File: config.mk
export PLATFORM = sky130hd
export DESIGN_NAME = clock_monitor
export DESIGN_NICKNAME = d
export VERILOG_FILES = /design/src/rtl/clock_monitor_pkg.sv /design/src/rtl/clock_monitor_sync_2ff.sv /design/src/rtl/clock_monitor.sv
export SDC_FILE = /design/constraint.sdc
export NUM_CORES = 1
export LEC_CHECK = 0
export ABC_AREA = 1
export CORE_AREA = 2 2 93 77
export DETAILED_ROUTE_END_ITERATION = 16
export DIE_AREA = 0 0 95 79
export DONT_BUFFER_PORTS = 1
export PLACE_DENSITY = 0.82
export SETUP_SLACK_MARGIN = 0.4
export SYNTH_ARGS = -nofsm -noshare
export SYNTH_HDL_FRONTEND = slang
export SYNTH_SLANG_ARGS = --single-unit
File: constraint.sdc
create_clock -name clock_in -period 3.8 [get_ports clock_in]
set_input_delay 1.14 -clock clock_in [delete_from_list [all_inputs] [get_ports clock_in]]
set_output_delay 1.14 -clock clock_in [all_outputs]
set_load 0.02 [all_outputs]
File: src/rtl/clock_monitor_pkg.sv
// Shared types and defaults for the clock monitor.
// State encoding and default counter width used by clock_monitor.
package clock_monitor_pkg;

    localparam int DEFAULT_CNT_W = 16;

    typedef enum logic {
        ST_IDLE = 1'b0,
        ST_MEAS = 1'b1
    } state_e;

endpackage

File: src/rtl/clock_monitor_sync_2ff.sv
// Two-flop synchronizer for a single asynchronous bit; both stages reset to 0.
module sync_2ff (
    input  logic clk,
    input  logic reset,
    input  logic d,
    output logic q
);

    logic s1_q, s1_d;
    logic s2_q, s2_d;

    always_comb begin
        s1_d = d;
        s2_d = s1_q;
    end

    always_ff @(posedge clk) begin
        if (reset) begin
            s1_q <= 1'b0;
            s2_q <= 1'b0;
        end else begin
            s1_q <= s1_d;
            s2_q <= s2_d;
        end
    end

    assign q = s2_q;

endmodule

File: src/rtl/clock_monitor.sv
// Measures period and high time of a sampled clock in clock_in cycles,
// flags deviation from expected values and a stuck (edge-less) input.
module clock_monitor
    import clock_monitor_pkg::*;
#(
    parameter int CNT_W      = DEFAULT_CNT_W,
    parameter int EXP_PERIOD = 3,
    parameter int EXP_HIGH   = 1,
    parameter int TOL        = 0,
    parameter int TIMEOUT    = 1024
) (
    input  logic             clock_in,
    input  logic             reset,
    input  logic             enable,
    input  logic             mon_in,
    output logic             valid,
    output logic [CNT_W-1:0] period,
    output logic [CNT_W-1:0] high_time,
    output logic             period_err,
    output logic             duty_err,
    output logic             stuck,
    output logic [7:0]       meas_count
);

    localparam logic [CNT_W:0]   EXP_P_C   = (CNT_W+1)'(EXP_PERIOD);
    localparam logic [CNT_W:0]   EXP_H_C   = (CNT_W+1)'(EXP_HIGH);
    localparam logic [CNT_W:0]   TOL_C     = (CNT_W+1)'(TOL);
    localparam logic [CNT_W-1:0] TIMEOUT_C = CNT_W'(TIMEOUT);
    localparam logic [CNT_W-1:0] CNT_MAX   = {CNT_W{1'b1}};
    localparam logic [CNT_W-1:0] CNT_ONE   = CNT_W'(1);

    // One extra bit so a measurement far below the expectation cannot wrap to a pass.
    function automatic logic [CNT_W:0] abs_diff(input logic [CNT_W-1:0] a,
                                                input logic [CNT_W:0]   b);
        logic [CNT_W:0] ax;
        ax = {1'b0, a};
        return (ax >= b) ? (ax - b) : (b - ax);
    endfunction

    logic s2;
    logic prev_q, prev_d;
    logic rise;

    state_e            state_q, state_d;
    logic [CNT_W-1:0]  pcnt_q, pcnt_d;
    logic [CNT_W-1:0]  hcnt_q, hcnt_d;
    logic              valid_q, valid_d;
    logic [CNT_W-1:0]  period_q, period_d;
    logic [CNT_W-1:0]  high_q, high_d;
    logic              perr_q, perr_d;
    logic              derr_q, derr_d;
    logic              stuck_q, stuck_d;
    logic [7:0]        cnt_q, cnt_d;

    sync_2ff u_sync (
        .clk   (clock_in),
        .reset (reset),
        .d     (mon_in),
        .q     (s2)
    );

    assign rise = s2 & ~prev_q;

    always_comb begin
        prev_d   = s2;
        state_d  = state_q;
        pcnt_d   = pcnt_q;
        hcnt_d   = hcnt_q;
        valid_d  = 1'b0;
        period_d = period_q;
        high_d   = high_q;
        perr_d   = perr_q;
        derr_d   = derr_q;
        stuck_d  = stuck_q;
        cnt_d    = cnt_q;

        if (!enable) begin
            state_d = ST_IDLE;
        end else begin
            case (state_q)
                ST_IDLE: begin
                    // First rise only opens a window; nothing to report yet.
                    if (rise) begin
                        pcnt_d  = CNT_ONE;
                        hcnt_d  = CNT_ONE;
                        state_d = ST_MEAS;
                    end
                end
                ST_MEAS: begin
                    if (rise) begin
                        valid_d  = 1'b1;
                        period_d = pcnt_q;
                        high_d   = hcnt_q;
                        perr_d   = abs_diff(pcnt_q, EXP_P_C) > TOL_C;
                        derr_d   = abs_diff(hcnt_q, EXP_H_C) > TOL_C;
                        cnt_d    = cnt_q + 8'd1;
                        stuck_d  = 1'b0;
                        pcnt_d   = CNT_ONE;
                        hcnt_d   = CNT_ONE;
                    end else if (pcnt_q >= TIMEOUT_C) begin
                        stuck_d = 1'b1;
                        state_d = ST_IDLE;
                    end else begin
                        if (pcnt_q != CNT_MAX) pcnt_d = pcnt_q + CNT_ONE;
                        if (s2 && hcnt_q != CNT_MAX) hcnt_d = hcnt_q + CNT_ONE;
                    end
                end
                default: state_d = ST_IDLE;
            endcase
        end
    end

    always_ff @(posedge clock_in) begin
        if (reset) begin
            prev_q   <= 1'b0;
            state_q  <= ST_IDLE;
            pcnt_q   <= '0;
            hcnt_q   <= '0;
            valid_q  <= 1'b0;
            period_q <= '0;
            high_q   <= '0;
            perr_q   <= 1'b0;
            derr_q   <= 1'b0;
            stuck_q  <= 1'b0;
            cnt_q    <= '0;
        end else begin
            prev_q   <= prev_d;
            state_q  <= state_d;
            pcnt_q   <= pcnt_d;
            hcnt_q   <= hcnt_d;
            valid_q  <= valid_d;
            period_q <= period_d;
            high_q   <= high_d;
            perr_q   <= perr_d;
            derr_q   <= derr_d;
            stuck_q  <= stuck_d;
            cnt_q    <= cnt_d;
        end
    end

    assign valid      = valid_q;
    assign period     = period_q;
    assign high_time  = high_q;
    assign period_err = perr_q;
    assign duty_err   = derr_q;
    assign stuck      = stuck_q;
    assign meas_count = cnt_q;

endmodule

======== Yosys cells after proc, flatten, opt, wreduce, memory -nomap -nowiden ========
Cells that the tools add are included.
cells by class
  reduce and logical (&&, ||, !) cells .... 8
  div/mod/pow operators ................... 0
  add/sub/neg operators ................... 7
  multiply operators ...................... 0
  shift operators ......................... 0
  $lt $le $gt $ge ......................... 5
  eq/ne operators ......................... 6
  muxes and demuxes ....................... 17
  bitwise gates (word level) .............. 4
operators by type and width
  cell                   number
  $mux 16                7
  $pmux 16 s2            2
  $gt 17x1->1 const B    2
  $mux 17                2
  $add 16x1->16 const B  2
  $ne 16x16->1 const B   2
  $sub 1x16->17 const A  1
  $sub 16x1->17 const B  1
  $sub 16x2->17 const B  1
  $sub 2x16->17 const A  1
  $ge 16x1->1 const B    1
  $ge 16x11->1 const B   1
  $ge 16x2->1 const B    1
  $add 8x1->8 const B    1
  $reduce_and 4->1       2
  $ne 3x2->1 const B     2
  $reduce_and 3->1       2
  $mux 1                 5
  $ne 3x3->1 const B     1
  $not 1->1              3
  $reduce_or 3->1        1
  $ne 2x2->1 const B     1
  $pmux 1 s2             1
  $reduce_bool 2->1      1
  3 further kinds        3
storage, ports and cells
  output and inout port bits .............. 44
  ROM bits ................................ 0
  input port bits ......................... 4
  memories ................................ 0
  register bits after elaboration ......... 80
  bits in writable memories ............... 0
  bits in latches ......................... 0
  word-level logic and storage cells ...... 60

======== Depth between registers and ports, before layout ========
  word-level depth ........................ 6
  depth in mapped cells ................... 16
  gate-level depth less buffers ........... 16

======== Modules after synthesis ========
A second synthesis with hierarchy kept.
second synthesis, totals
  cell total of the unflattened synthesis .. 663
  area, all modules ....................... 4621.9 um^2
by module, submodules not included
  module         times used  area each (um^2)  cells an instance
  clock_monitor  1           4566.9            657
  sync_2ff       1           55.1              6

======== Least setup slack after synthesis ========
OpenSTA, ideal clock, no wires.
  path type ............................... in2reg
  from .................................... input port reset
  to ...................................... register hcnt_q[11]
  data arrival time ....................... 2.162 ns
  setup slack ............................. 1.568 ns
  path buffers ............................ 2
  cell stages on the path ................. 7
  cell sequence ........................... clkbuf_1 > inv_2 > nand2_1 > inv_1 > clkbuf_1 > o21ai_0 > a21oi_1
RTL lines
  element                 RTL line              RTL
  start: declaration      clock_monitor.sv:13   input logic reset,
  end signal: assignment  clock_monitor.sv:130  hcnt_q <= hcnt_d;
  end: declaration        clock_monitor.sv:46   logic [CNT_W-1:0] hcnt_q, hcnt_d;

======== Final worst setup path ========
  from .................................... register hcnt_q[2]
  to ...................................... register derr_q (netlist: duty_err)
between the ends
  longest elaborated chain between the ends .. 3
  elaborated cells on any way between the ends .. 5
  classes of those cells .................. add/sub: 2; order compare: 2; mux: 1
ends and longest elaborated chain
  element                                RTL line              RTL
  $sub 1x16->17 (tied with other cells)  clock_monitor.sv:37   return (ax >= b) ? (ax - b) : (b - ax);
  $mux 17 (*)                            clock_monitor.sv:37
  $gt 17x1->1 (*)                        clock_monitor.sv:95   derr_d = abs_diff(hcnt_q, EXP_H_C) > TOL_C;
  end signal: assignment                 clock_monitor.sv:135  derr_q <= derr_d;
  end: declaration                       clock_monitor.sv:51   logic derr_q, derr_d;
Mark *: on every way between the ends. The rest lies on a longest branch, timed or not.
A chain may end at the register's enable or synchronous reset.

==> flow_summary.json <==
{
  "cts_buffers": 9,
  "antenna_cells": 0,
  "antenna_found_initial": 0,
  "fmax_mhz": 444,
  "place_inst": 708,
  "syn-num-nets": 655,
  "wl_per_cell_um": 14.9,
  "vias_per_cell": 5.66,
  "clock_sinks": 80,
  "area_growth_pct": 4.84,
  "fp-row-count": 27,
  "die_h_um": 79,
  "worstPathCellList": "inv_1 -> ha_1 -> nand2_1 -> nand2_1 -> nor2_2 -> nand3_2 -> inv_1 -> nand2_1 -> nand2_1 -> nor2_1 -> nand2_1 -> nor2_1 -> nand2_1 -> nand2_1 -> nand2_1",
  "worst_setup_hold_path_clk_slew_ns": 0.09,
  "routed_wl_mm": 10.8,
  "leakagePower_nw": 2.00,
  "synth-edff-count": 0,
  "netlist_area_um2": 4340,
  "fin_crit_sh_pct": 59.2,
  "hp-class": "flop to flop",
  "finalInstanceArea_um2": 4550,
  "power.density_nw_per_um2": 354,
  "final_hold_viol_count": 0,
  "final.setup.tns_ns": 0,
  "crit_path_start_kind": "flop",
  "fin_skew_ns": 0.0110,
  "status": "completed",
  "cp_max_fo": 12,
  "clk_latency_ns": 0.36,
  "clockBufferDepth": 2,
  "grtUsageTotal_pct": 31.0,
  "place_area_um2": 4340,
  "grt_max_degree": 35,
  "first_pass_iters": 5,
  "overflow": 0,
  "htree_levels": 3,
  "core_um2": 6660,
  "setup_viol": 0,
  "critPathCaptureType": "flop",
  "synth_cell_types": 39,
  "port_buffers": 0,
  "async_reset_ff_share_pct": 0,
  "cts_resized": 0,
  "tightest_slew_ns": 0.895,
  "drcViolationCount": 0,
  "start_util_pct": 65.2,
  "die_x_um": 95,
  "cts_tree": "built",
  "maxCapViolations": 0,
  "vdd_ir_drop_max_mv": 0.237,
  "cp.arrival_ns": 2.56,
  "yosys_register_bits": 80,
  "layout_setup_ws_ns": 1.55,
  "crit_required_ns": 4.11,
  "via_count": 4099,
  "gp_congestion": 0.992,
  "postCtsSetupRepairBufs": 0,
  "layoutNonFillerInstCount": 724,
  "critPathMostFrequentCell": "nand2_1",
  "io_pins": 48,
  "yosysWarnings": 0,
  "slew_headroom_pct": 40.3,
  "cp_slowest_cell": "dfxtp_1",
  "period_minus_slack_ns": 2.25,
  "hpwl_mm": 8.16,
  "drive_gt1_share_pct": 9.58,
  "cpPeakStageDelay_ns": 0.46,
  "synth_seq_area_share_pct": 36.9,
  "syn_area_per_cell_um2": 6.80,
  "drv_slew": 0,
  "dieArea_um2": 7510,
  "final_nets": 649,
  "root_buffer": "clkbuf_8",
  "rsz0062_at_grt": "false",
  "synthFlopType": "dfxtp_1",
  "ctsHoldBuffers": 0,
  "grt_pass1_wl_mm": 18.1,
  "pre_cts_ws_ns": 1.20,
  "ant_nets": 0,
  "worstSetupPathType": "flop to flop",
  "grt_pass1_vias": 3770,
  "drt_iter0_drc": 498,
  "synthCells": 638
}
==> where the power goes <==
part	leakage, nW	total [W]	internal [W]	switching [W]
logic	1.25	0.000102	0.0000323	0.0000694
clock network	0.101	0.000667	0.000331	0.000336
registers	0.645	0.000844	0.000841	0.00000332
==> through the flow <==
step / total power, W / hold slack (ns) / util (%)
2_1_floorplan: 0.000950 / 0.388 / -
3_3_place_gp: 0.000960 / 0.390 / 65.2
3_5_place_dp: 0.000963 / 0.399 / 65.2
4_1_cts: 0.00162 / 0.412 / 68.4
5_1_grt: 0.00167 / 0.430 / 68.4
6_report: 0.00161 / 0.410 / 68.4
==> cells in the final DEF, fill, tap and decap left out, types with 7 or more instances in the layout <==
cell / instances
xor2_1: 15
o21ai_0: 50
inv_1: 62
o21ai_1: 9
inv_2: 7
dfxtp_1: 80
ha_1: 13
nor2_2: 14
nand3_1: 28
nor2_1: 85
a21oi_1: 22
nand2_1: 178
nor3_1: 14
clkbuf_8: 10
==> flip-flops by register name, summed over array words and instances, names as in the netlist, 8 cells and up <==
register / cells
hcnt_q: 16
period: 16
meas_count: 8
high_time: 16
pcnt_q: 16
==> critical path: cells and delay by family (launching register included) <==
| family | cells | cell delay [ns] |
|---|---|---|
| adders and majority gates | 1 | 0.22 |
| buffers and inverters | 2 | 0.37 |
| DFF | 1 | 0.46 |
| and+or+nand+nor | 12 | 1.16 |
==> path summary, 6_finish.rpt <==
| path | from | end | slack (ns) | depth (start not counted) |
|---|---|---|---|---|
| hold / removal | u_sync.s1_q$_SDFF_PP0_ | u_sync.q$_SDFF_PP0_ | 0.41 | 2 |
| hold reg to reg | u_sync.s1_q$_SDFF_PP0_ | u_sync.q$_SDFF_PP0_ | 0.41 | 2 |
| setup reg to reg | hcnt_q[2]$_SDFFE_PP0P_ | duty_err$_SDFFE_PP0P_ | 1.55 | 15 |
| setup / recovery | hcnt_q[2]$_SDFFE_PP0P_ | duty_err$_SDFFE_PP0P_ | 1.55 | 15 |
==> area by class of cell <==
cell class,count,area [um^2]
fillers,570,2100
well taps,87,109
clock inverters,6,73.8
inverters,69,259
flip-flops and latches,80,1600
clock buffers,10,138
multi-input cells,472,2370
==> layer usage <==
layer | up-vias | track usage [%] | wire length (um)
met3 | 12 | 9.11 | 1150
met5 | - | 0 | 0
li1 | 2021 | - | -
met4 | 0 | 8.12 | 125
met2 | 198 | 44.7 | 4450
met1 | 1868 | 45.2 | 5070
==> Yosys cell counts (3+ instances only) <==
cell      instances  area (um^2)
nand2_1         178          668
inv_2             7         26.3
nand2_2           3         18.8
a21oi_1          22          110
xor2_1           15          131
nor3_1           14         70.1
nor3_2            4         40.0
nand3_1          28          140
nor2_4            5         56.3
nor2_1           85          319
a31oi_1           4         25.0
nand4_1           4         25.0
o21ai_1           9         45.0
inv_1            62          233
nor2_2           14         87.6
o21ai_0          50          250
ha_1             13          163
dfxtp_1          80         1600
buf_6             5         56.3
nand3_2           5         50.1
clkbuf_1          9         33.8
==> cell families (layout without fill, tap and decap cells) <==
logic type                 after synthesis  count (layout)  share of synthesized area [%]
and+or+nand+nor                        348             348                           35.7
xor gates and xnor gates                15              15                           3.03
DFF                                     80              80                           36.9
buffers and inverters                   86              85                           8.50
adders and majority gates               13              13                           3.75
AOI/OAI and AO/OA                       96              96                           12.1
Power figures use the tool's default switching activity.
